### config.mk
export PLATFORM = sky130hd
export DESIGN_NAME = rect_scroller
export DESIGN_NICKNAME = d
export VERILOG_FILES = /design/src/rtl/rect_scroller.sv
export SDC_FILE = /design/constraint.sdc
export NUM_CORES = 1
export LEC_CHECK = 0
export ABC_AREA = 1
export ABC_CLOCK_PERIOD_IN_PS = 2150
export BUFFER_PORTS_ARGS = -buffer_cell sky130_fd_sc_hd__buf_2
export CAP_MARGIN = 10
export CORE_MARGIN = 3
export CORE_UTILIZATION = 53
export DETAILED_ROUTE_END_ITERATION = 7
export GPL_TIMING_DRIVEN = 0
export PLACE_DENSITY = 0.76
export SLEW_MARGIN = 40
export SYNTH_ARGS = -nofsm -noshare
export SYNTH_HDL_FRONTEND = slang
export SYNTH_SLANG_ARGS = --single-unit
### constraint.sdc
create_clock -name clock -period 2.15 [get_ports clock]
set_input_delay 0.645 -clock clock [delete_from_list [all_inputs] [get_ports clock]]
set_output_delay 0.645 -clock clock [all_outputs]
set_load 0.01 [all_outputs]
### src/rtl/rect_scroller.sv
// rect_scroller: draws, holds, erases and vertically moves a solid
// rectangle on the 160x120 adapter, one pixel per clock.
//
// Ports:
//   clock, reset_n    system clock, synchronous active-low reset
//   go                start request, honoured only while idle
//   stop              stop request, ends the animation after the next erase
//   dir               0 = move up, 1 = move down (used in the move cycle)
//   in_x, in_y        top-left corner, loaded on go
//   colour            draw colour, loaded on go
//   out_x, out_y      current pixel coordinates
//   out_colour        colour of the current pixel
//   plot              pixel write strobe
//   busy              high whenever an animation is running
//   wrapped           one-cycle pulse when a move wraps at a screen edge
module rect_scroller #(
   parameter int unsigned RECT_W       = 40,
   parameter int unsigned RECT_H       = 10,
   parameter int unsigned SCREEN_H     = 120,
   parameter int unsigned DELAY        = 833_333,
   parameter int unsigned FRAMES       = 15,
   parameter int unsigned STEP         = 1,
   parameter logic [2:0]  ERASE_COLOUR = 3'b111
) (
   input  logic       clock,
   input  logic       reset_n,
   input  logic       go,
   input  logic       stop,
   input  logic       dir,
   input  logic [7:0] in_x,
   input  logic [6:0] in_y,
   input  logic [2:0] colour,
   output logic [7:0] out_x,
   output logic [6:0] out_y,
   output logic [2:0] out_colour,
   output logic       plot,
   output logic       busy,
   output logic       wrapped
);

   // Counter widths, kept at least one bit wide for degenerate sizes.
   localparam int QXW = (RECT_W > 1) ? $clog2(RECT_W) : 1;
   localparam int QYW = (RECT_H > 1) ? $clog2(RECT_H) : 1;
   localparam int DW  = (DELAY  > 1) ? $clog2(DELAY)  : 1;
   localparam int FW  = (FRAMES > 1) ? $clog2(FRAMES) : 1;

   localparam logic [QXW-1:0] QX_LAST  = QXW'(RECT_W - 1);
   localparam logic [QYW-1:0] QY_LAST  = QYW'(RECT_H - 1);
   localparam logic [DW-1:0]  DLY_LAST = DW'(DELAY - 1);
   localparam logic [FW-1:0]  FRM_LAST = FW'(FRAMES - 1);

   // Lowest top row that still keeps the whole rectangle on screen.
   localparam logic [7:0] LIMIT8 = 8'(SCREEN_H - RECT_H);
   localparam logic [6:0] LIMIT7 = 7'(SCREEN_H - RECT_H);
   localparam logic [7:0] STEP8  = 8'(STEP);

   typedef enum logic [2:0] {
      S_IDLE,
      S_DRAW,
      S_WAIT,
      S_ERASE,
      S_MOVE
   } state_t;

   state_t         state_q, state_d;
   logic [7:0]     x0_q, x0_d;
   logic [6:0]     y_q, y_d;
   logic [2:0]     col_q, col_d;
   logic [QXW-1:0] qx_q, qx_d;
   logic [QYW-1:0] qy_q, qy_d;
   logic [DW-1:0]  dly_q, dly_d;
   logic [FW-1:0]  frm_q, frm_d;
   logic           stop_req_q, stop_req_d;

   logic           scan_last;
   logic           frame_tick;
   logic           frm_last;
   logic [7:0]     y8;
   logic [7:0]     y_sum;
   logic [6:0]     move_y;
   logic           move_wrap;

   assign scan_last  = (qx_q == QX_LAST) && (qy_q == QY_LAST);
   assign frame_tick = (dly_q == '0);
   assign frm_last   = (frm_q == FRM_LAST);

   // Vertical step with wrap, evaluated in 8 bits so y+STEP cannot overflow.
   always_comb begin
      y8        = {1'b0, y_q};
      y_sum     = y8 + STEP8;
      move_wrap = 1'b0;
      move_y    = y_q;
      if (!dir) begin
         move_wrap = (y8 < STEP8);
         move_y    = move_wrap ? LIMIT7 : 7'(y8 - STEP8);
      end else begin
         move_wrap = (y_sum > LIMIT8);
         move_y    = move_wrap ? 7'd0 : 7'(y_sum);
      end
   end

   // State register and datapath flops.
   always_ff @(posedge clock) begin
      if (!reset_n) begin
         state_q    <= S_IDLE;
         x0_q       <= '0;
         y_q        <= '0;
         col_q      <= '0;
         qx_q       <= '0;
         qy_q       <= '0;
         dly_q      <= '0;
         frm_q      <= '0;
         stop_req_q <= 1'b0;
      end else begin
         state_q    <= state_d;
         x0_q       <= x0_d;
         y_q        <= y_d;
         col_q      <= col_d;
         qx_q       <= qx_d;
         qy_q       <= qy_d;
         dly_q      <= dly_d;
         frm_q      <= frm_d;
         stop_req_q <= stop_req_d;
      end
   end

   // Next-state logic.
   always_comb begin
      state_d = state_q;
      unique case (state_q)
         S_IDLE:  if (go) state_d = S_DRAW;
         S_DRAW:  if (scan_last) state_d = S_WAIT;
         S_WAIT:  if (frame_tick && frm_last) state_d = S_ERASE;
         S_ERASE: if (scan_last) state_d = S_MOVE;
         S_MOVE:  state_d = stop_req_q ? S_IDLE : S_DRAW;
         default: state_d = S_IDLE;
      endcase
   end

   // Datapath next values.
   always_comb begin
      x0_d       = x0_q;
      y_d        = y_q;
      col_d      = col_q;
      qx_d       = qx_q;
      qy_d       = qy_q;
      dly_d      = dly_q;
      frm_d      = frm_q;
      stop_req_d = stop_req_q;

      // Any stop seen while running is remembered until the next idle.
      if (state_q != S_IDLE && stop) stop_req_d = 1'b1;

      unique case (state_q)
         S_IDLE: begin
            if (go) begin
               x0_d       = in_x;
               y_d        = in_y;
               col_d      = colour;
               qx_d       = '0;
               qy_d       = '0;
               stop_req_d = stop;
            end
         end
         S_DRAW, S_ERASE: begin
            if (qx_q == QX_LAST) begin
               qx_d = '0;
               qy_d = (qy_q == QY_LAST) ? '0 : qy_q + QYW'(1);
            end else begin
               qx_d = qx_q + QXW'(1);
            end
            // Arm the frame-delay counters for the hold that follows.
            if (state_q == S_DRAW && scan_last) begin
               dly_d = DLY_LAST;
               frm_d = '0;
            end
         end
         S_WAIT: begin
            if (frame_tick) begin
               dly_d = DLY_LAST;
               frm_d = frm_last ? '0 : frm_q + FW'(1);
            end else begin
               dly_d = dly_q - DW'(1);
            end
         end
         S_MOVE: begin
            if (stop_req_q) begin
               stop_req_d = 1'b0;
            end else begin
               y_d = move_y;
            end
         end
         default: begin
         end
      endcase
   end

   // Outputs.
   always_comb begin
      plot       = 1'b0;
      busy       = 1'b1;
      wrapped    = 1'b0;
      out_colour = col_q;
      out_x      = x0_q + 8'(qx_q);
      out_y      = y_q + 7'(qy_q);
      unique case (state_q)
         S_IDLE:  busy = 1'b0;
         S_DRAW:  plot = 1'b1;
         S_WAIT:  plot = 1'b0;
         S_ERASE: begin
            plot       = 1'b1;
            out_colour = ERASE_COLOUR;
         end
         S_MOVE:  wrapped = !stop_req_q && move_wrap;
         default: busy = 1'b0;
      endcase
   end

endmodule

==> impl_metrics.ini, run 1 <==
[floorplanning]
coreArea_sq_um = 6870
die_width_microns = 90.6
dieHeight_microns = 90.6
die_area_sq_um = 8200
fp-row-count = 30
initial_core_util = 0.552
top_level_ports = 44

[global_route]
tot_gr_track_use = 0.240
pin_count_of_the_biggest_net_entering_global_routing = 17
via_count_of_the_first_global_routing_pass = 3572
antenna_found_initial = 0
global_route_wire_length_before_repair_microns = 16400
total_congestion_overflow_after_global_routing = 0

[power]
power.density_nw_per_um2 = 1220
combPwrFrac = 0.608
netSwitchingPower_mw = 2.81
static-leakage-power_nw = 2.09
intPower_mw = 2.86
ir_worst_vdd_v = 0.000955
p_sw_frac = 0.496
share_seq_of_total_power = 0.285
clock_share_of_power = 0.108
overall_power_after_layout_mw = 5.67

[yosys]
yosysTopAreaCellShare = 0.296
synth_area_sq_um = 3790
synth.avg_cell_area_sq_um = 6.89
ys_warn_count = 0
syn-num-nets = 595
netlist_top_cells_area = sky130_fd_sc_hd__dfxtp_1 30%, sky130_fd_sc_hd__nand2_1 11%, sky130_fd_sc_hd__a21oi_1 7.1%, sky130_fd_sc_hd__inv_1 7.1%, sky130_fd_sc_hd__ha_1 6.6%
synthesis.instances = 550
synth_top_cell_by_area = sky130_fd_sc_hd__dfxtp_1
synth.ff_latch_count = 56
ys_seq_area_frac = 0.296
netlist-cell-type-count = 46

[finish]
area.growth.synth_to_final_pct = 22.5
layoutNonFillerInstCount = 717
nFillCells = 612
post_route_cells_drive_above_1_share = 0.283
antenna_cells = 0
layout.nets = 665
layout.cell_area.non_filler_sq_um = 4640

[place]
hpwl_microns = 7040
placedCellCount = 688
final_gp_congestion = 0.941
post_dp_cell_area_sq_um = 4130
portBuffers = 42

[clocking]
clk-insertion-delay-late_ns = 0.32
cts_buffer_depth = 2
htree_num_levels = 2
ctsHoldBuffers = 0
cts-buffers-inserted = 5
clk_pin_slew_worst_paths_ns = 0.10
tritoncts = yes
cts_sinks = 56
ctsRootBufferMaster = sky130_fd_sc_hd__clkbuf_8

[sta]
fin_crit_sh = 1.25
final.hold.worst_slack_ns = 0.469
relSlewSlack = 0.597
timing_hold_violations_final = 0
fin_ws_ns = -0.543
tightest_slew_ns = 0.604
final.setup_skew_ns = 0.0149
period_minus_slack_ns = 2.69
fmaxAchievable_mhz = 371
report.final.setup_viol = 14
final_max_slew_viol_count = 0
grt_setup_unrepaired = true

[detailed_routing]
drt_pass1_iterations = 4
drc = 0
wire_per_inst_microns = 14.2
drt-initial-drc-count = 196
wirelength_microns = 10200
vias = 3873
avgViaCountPerCell = 5.40
remaining_antenna_violation_count = 0

[critical_path]
crit_required_ns = 1.50
crit_path_start_kind = flop
crit_path_start = y_q[1]
endpoint_kind = primary output
worstSetupPathType = flop to primary output
r2r_cells = 11
crit-reg2reg-launch = qx_q[0]
critPathMaxFanout = 4
arrival_ns = 2.05

[run_status]
outcome = finished with violations
violations_in_the_final_reports = negative setup slack

[min_path]
timing.hold.worst_path_depth = 2
hold_path_class = flop to flop
timing.hold.worst.start = col_q[1]

[run]
max-cap-violations = 0
[synth_stat cells, drive strengths merged]
cell type and number:
inv 81, o221ai 2, and2 1, nor2 51, clkbuf 7, nand4 10, nand3 44, o21bai 2
nor4 1, or2 11, nor3b 1, xor2 12, nand2 117, buf 5, dfxtp 56, a21oi 54
o21a 1, nor3 11, o21ai 46, a211oi 2, xnor2 3, a221oi 1, and3 2, a31oi 5
nand3b 2, ha 20, fa 2
[power groups by stage]
stage	Clock, mW	Sequential [mW]	Combinational [mW]
after floorplan	0	1.55	2.48
after global placement	0	1.60	3.09
after detailed placement	0	1.61	3.16
after CTS	0.615	1.60	3.31
after global routing	0.649	1.66	3.86
final	0.610	1.62	3.44
[area by class of cell]
type,instances,area [sq um],area share
sequential,56,1160,0.250
clock inverter,1,7.51,0.00162
timing repair buffer,63,379,0.0816
clock buffer,7,86.3,0.0186
inverter,81,320,0.0690
buffer,12,73.8,0.0159
tap,96,120,0.0259
multi-input combinational,401,2500,0.538
[metal layers]
metal / vias to the layer above / global-route usage / share of wire
li1: 1948 / - / -
met3: 23 / 0.0342 / 0.041
met4: 0 / 0.0918 / 0.026
met2: 105 / 0.419 / 0.50
met5: - / 0 / 0
met1: 1797 / 0.298 / 0.43
[stage by stage]
step	TNS, ns	worst slack, ns	utilization
after floorplan	-0.00549	-0.00549	-
after global placement	-0.916	-0.387	0.602
after detailed placement	-1.06	-0.406	0.602
after CTS	-3.40	-0.490	0.660
after global routing	-5.41	-0.629	0.676
final	-4.22	-0.543	0.676
[state kept, by name (all words and copies together), names as in the netlist]
signal,cells
dly_q,20
x0_q,8
y_q,7
qx_q,6
frm_q,4
qy_q,4
col_q,3
state_q,3
stop_req_q,1
[layout by cell type (no fill, tap or decap), types with 5 or more instances in the layout]
master	count
sky130_fd_sc_hd__nand2_1	103
sky130_fd_sc_hd__inv_1	67
sky130_fd_sc_hd__a21oi_1	51
sky130_fd_sc_hd__buf_2	44
sky130_fd_sc_hd__nor2_1	41
sky130_fd_sc_hd__nand3_1	39
sky130_fd_sc_hd__dfxtp_1	38
sky130_fd_sc_hd__o21ai_0	31
sky130_fd_sc_hd__buf_4	19
sky130_fd_sc_hd__xor2_1	12
sky130_fd_sc_hd__ha_1	12
sky130_fd_sc_hd__dfxtp_2	12
sky130_fd_sc_hd__nor3_1	11
sky130_fd_sc_hd__o21ai_1	10
sky130_fd_sc_hd__or2_2	10
sky130_fd_sc_hd__nand4_1	9
sky130_fd_sc_hd__inv_2	8
sky130_fd_sc_hd__ha_4	8
sky130_fd_sc_hd__nand2_2	6
sky130_fd_sc_hd__nand2_4	6
sky130_fd_sc_hd__clkbuf_8	6
sky130_fd_sc_hd__dfxtp_4	6
sky130_fd_sc_hd__inv_4	5
sky130_fd_sc_hd__nor2_2	5
sky130_fd_sc_hd__clkbuf_1	5
[final timing paths]
check / to / slack [ns]
max: out_y[6] / -0.54
max reg2reg: frm_q[3] / 0.12
min: col_q[1] / 0.47
min reg2reg: col_q[1] / 0.47
[worst max-delay path, stage by stage, from the launching register on]
cell	delay [ns]
sky130_fd_sc_hd__dfxtp_4	0.39
sky130_fd_sc_hd__clkinvlp_4	0.14
sky130_fd_sc_hd__buf_4	0.16
sky130_fd_sc_hd__buf_4	0.13
sky130_fd_sc_hd__fa_2	0.37
sky130_fd_sc_hd__o21ai_4	0.18
sky130_fd_sc_hd__nand2_1	0.08
sky130_fd_sc_hd__xor2_1	0.14
sky130_fd_sc_hd__buf_2	0.14
[cell families after synthesis]
logic type	count (synthesis)	share of synthesized area
XOR/XNOR	15	0.0347
buffers and inverters	93	0.102
adder cells (fa/ha/maj)	22	0.0766
AO/OA/AOI/OAI	113	0.163
flip-flops	56	0.296
AND/OR/NAND/NOR	251	0.327
[what timing repair did]
action                     in CTS  in global routing
gates resized for setup        44                 20
setup buffers                  17                  4
setup endpoints to repair      14                 18
pin swaps                      22                 19
hold endpoints to repair        0                  0
Power figures use the tool's default switching activity.
==> inputs of run 2 (changes only) <==
==> constraint.sdc (replaced) <==
create_clock -name clock -period 2.15 [get_ports clock]
set_input_delay 0.215 -clock clock [delete_from_list [all_inputs] [get_ports clock]]
set_output_delay 0.215 -clock clock [all_outputs]
set_load 0.01 [all_outputs]
==> run 2 against run 1 <==
The flow still finishes with violations (negative setup slack). Core utilization shrank 3.7 points. Register-to-register slack improved by 0.17 ns. Setup slack better by 0.53 ns. Sequential power hardly changed. Routed wire length is 8.8% lower. Die area is the same. Non-clock buffer count decreased by 10. Final cell count decreased by 1.4%. Critical path depth unchanged. Clock power shrank 2%. Critical path type unchanged. Critical endpoint is now out_x[6]. Largest power group unchanged.
==> impl_metrics.ini, run 2 (synthesized netlist as in run 1, its figures left out) <==
[global_route]
via_count_of_the_first_global_routing_pass = 3541
global_route_wire_length_before_repair_microns = 15600
total_congestion_overflow_after_global_routing = 0
pin_count_of_the_biggest_net_entering_global_routing = 16
tot_gr_track_use = 0.227
antenna_found_initial = 0

[run_status]
violations_in_the_final_reports = negative setup slack
outcome = finished with violations

[critical_path]
worst-path-buf-inv = 2
r2r_cells = 11
critPathMaxStageDelay_ns = 0.38
critical_path.cell_chain = ha_4 -> inv_4 -> fa_2 -> o21ai_2 -> a21oi_1 -> o21ai_1 -> xor2_1 -> buf_2
timing.critical_path.slowest_stage_cell = sky130_fd_sc_hd__dfxtp_4
cp_top_family = adder cells
crit_path_start_kind = flop
crit_required_ns = 1.93
crit_path_start = qx_q[0]
arrival_ns = 1.94
worst-path-stages = 8
crit-reg2reg-launch = qx_q[0]
ff2ff_setup_slack_ns = 0.29
worstSetupPathType = flop to primary output
endpoint_kind = primary output
cp-endpoint = out_x[6]
critPathMaxFanout = 2
timing.rr.end = dly_q[18]

[detailed_routing]
vias = 3744
wire_per_inst_microns = 13.1
drt-initial-drc-count = 156
drt_pass1_iterations = 5
remaining_antenna_violation_count = 0
wirelength_microns = 9290
drc = 0
avgViaCountPerCell = 5.30

[power]
power.density_nw_per_um2 = 1250
overall_power_after_layout_mw = 5.49
static-leakage-power_nw = 2.02
ir_worst_vdd_v = 0.00105

[floorplanning]
dieHeight_microns = 90.6
initial_core_util = 0.552
top_level_ports = 44
coreArea_sq_um = 6870
die_area_sq_um = 8200
die_width_microns = 90.6
fp-row-count = 30

[finish]
ff_latch_area_sq_um = 1140
antenna_cells = 0
layout.cells.most_common = sky130_fd_sc_hd__nand2_1
largest_registers = dly_q: 20 flops, x0_q: 8 flops, y_q: 7 flops
final_core_utilization = 0.639
multi_input_area_sq_um = 2350
area.growth.synth_to_final_pct = 15.8
layoutNonFillerInstCount = 707
post_route_cells_drive_above_1_share = 0.223
layout.nets = 655
regMostFlops = dly_q
final_cell_mix = 104 x sky130_fd_sc_hd__nand2_1, 67 x sky130_fd_sc_hd__inv_1, 53 x sky130_fd_sc_hd__a21oi_1, 49 x sky130_fd_sc_hd__dfxtp_1, 44 x sky130_fd_sc_hd__buf_2
nFillCells = 658
largest_register_ff_count = 20

[sta]
relSlewSlack = 0.610
fin_crit_sh = 1.00
final.setup_skew_ns = 0.00639
period_minus_slack_ns = 2.16
timing_hold_violations_final = 0
report.final.setup_viol = 1
tightest_slew_ns = 0.586
grt_setup_unrepaired = true
fmaxAchievable_mhz = 463
fin_ws_ns = -0.00849
final_max_slew_viol_count = 0
final.hold.worst_slack_ns = 0.168

[clocking]
cts_buffer_depth = 2
htree_num_levels = 2
ctsHoldBuffers = 0
clk_pin_slew_worst_paths_ns = 0.09
cts-buffers-inserted = 5
clk-insertion-delay-late_ns = 0.31
cts_sinks = 56
ctsRootBufferMaster = sky130_fd_sc_hd__clkbuf_8
tritoncts = yes

[place]
placedCellCount = 688
preCtsSetupSlack_ns = -0.185
final_gp_congestion = 0.921
portBuffers = 42
hpwl_microns = 7030

[run]
max-cap-violations = 0

[min_path]
hold_path_class = input port to flop
[run 2: metal layers]
| layer | vias to the layer above | part of all wire | global-route usage |
|---|---|---|---|
| li1 | 1922 | - | - |
| met1 | 1691 | 0.44 | 0.281 |
| met2 | 105 | 0.49 | 0.395 |
| met3 | 26 | 0.045 | 0.0308 |
| met4 | 0 | 0.025 | 0.0906 |
| met5 | - | 0 | 0 |
[run 2: layout make-up]
cell class / instances / share of cell area
Buffer: 12 / 0.0168
Clock buffer: 8 / 0.0205
Sequential cell: 56 / 0.259
Inverter: 81 / 0.0738
Timing Repair Buffer: 53 / 0.0667
Tap cell: 96 / 0.0274
Multi-Input combinational cell: 401 / 0.536
[run 2: worst min-delay path, cell delays in order]
cell                      delay, ns
sky130_fd_sc_hd__buf_2         0.09
sky130_fd_sc_hd__nand3_1       0.07
sky130_fd_sc_hd__a21oi_1       0.06
[run 2: per-stage QoR]
step / area [sq um] / setup TNS [ns]
after CTS: 4320 / -0.0138
after floorplan: 3790 / 0
final: 4390 / -0.00849
after global routing: 4390 / -0.238
after detailed placement: 4120 / -0.215
after global placement: 4120 / -0.172
[run 2: worst min path at each step]
| stage | from | slack (ns) | to | depth (start not counted) |
|---|---|---|---|---|
| 3_3_place_gp | col_q[1] | 0.44 | col_q[1] | 2 |
| 3_5_place_dp | col_q[1] | 0.44 | col_q[1] | 2 |
| 4_1_cts | in_x[3] | 0.16 | x0_q[3] | 3 |
| 6_report | in_x[2] | 0.17 | x0_q[2] | 3 |
| 5_1_grt | in_x[2] | 0.17 | x0_q[2] | 3 |
| 2_1_floorplan | reset_n | 0.37 | dly_q[1] | 2 |
[run 2: where the power goes]
part | switching [mW] | total, mW | internal, mW
Combinational | 2.11 | 3.29 | 1.18
Sequential | 0.267 | 1.60 | 1.34
Clock | 0.332 | 0.595 | 0.264
[run 2: repair_timing]
action	CTS	global route
pin swaps	6	12
hold endpoints to repair	0	0
gates cloned	0	0
endpoints found under the setup margin	6	6
gates resized for setup	24	18
setup buffers	6	5
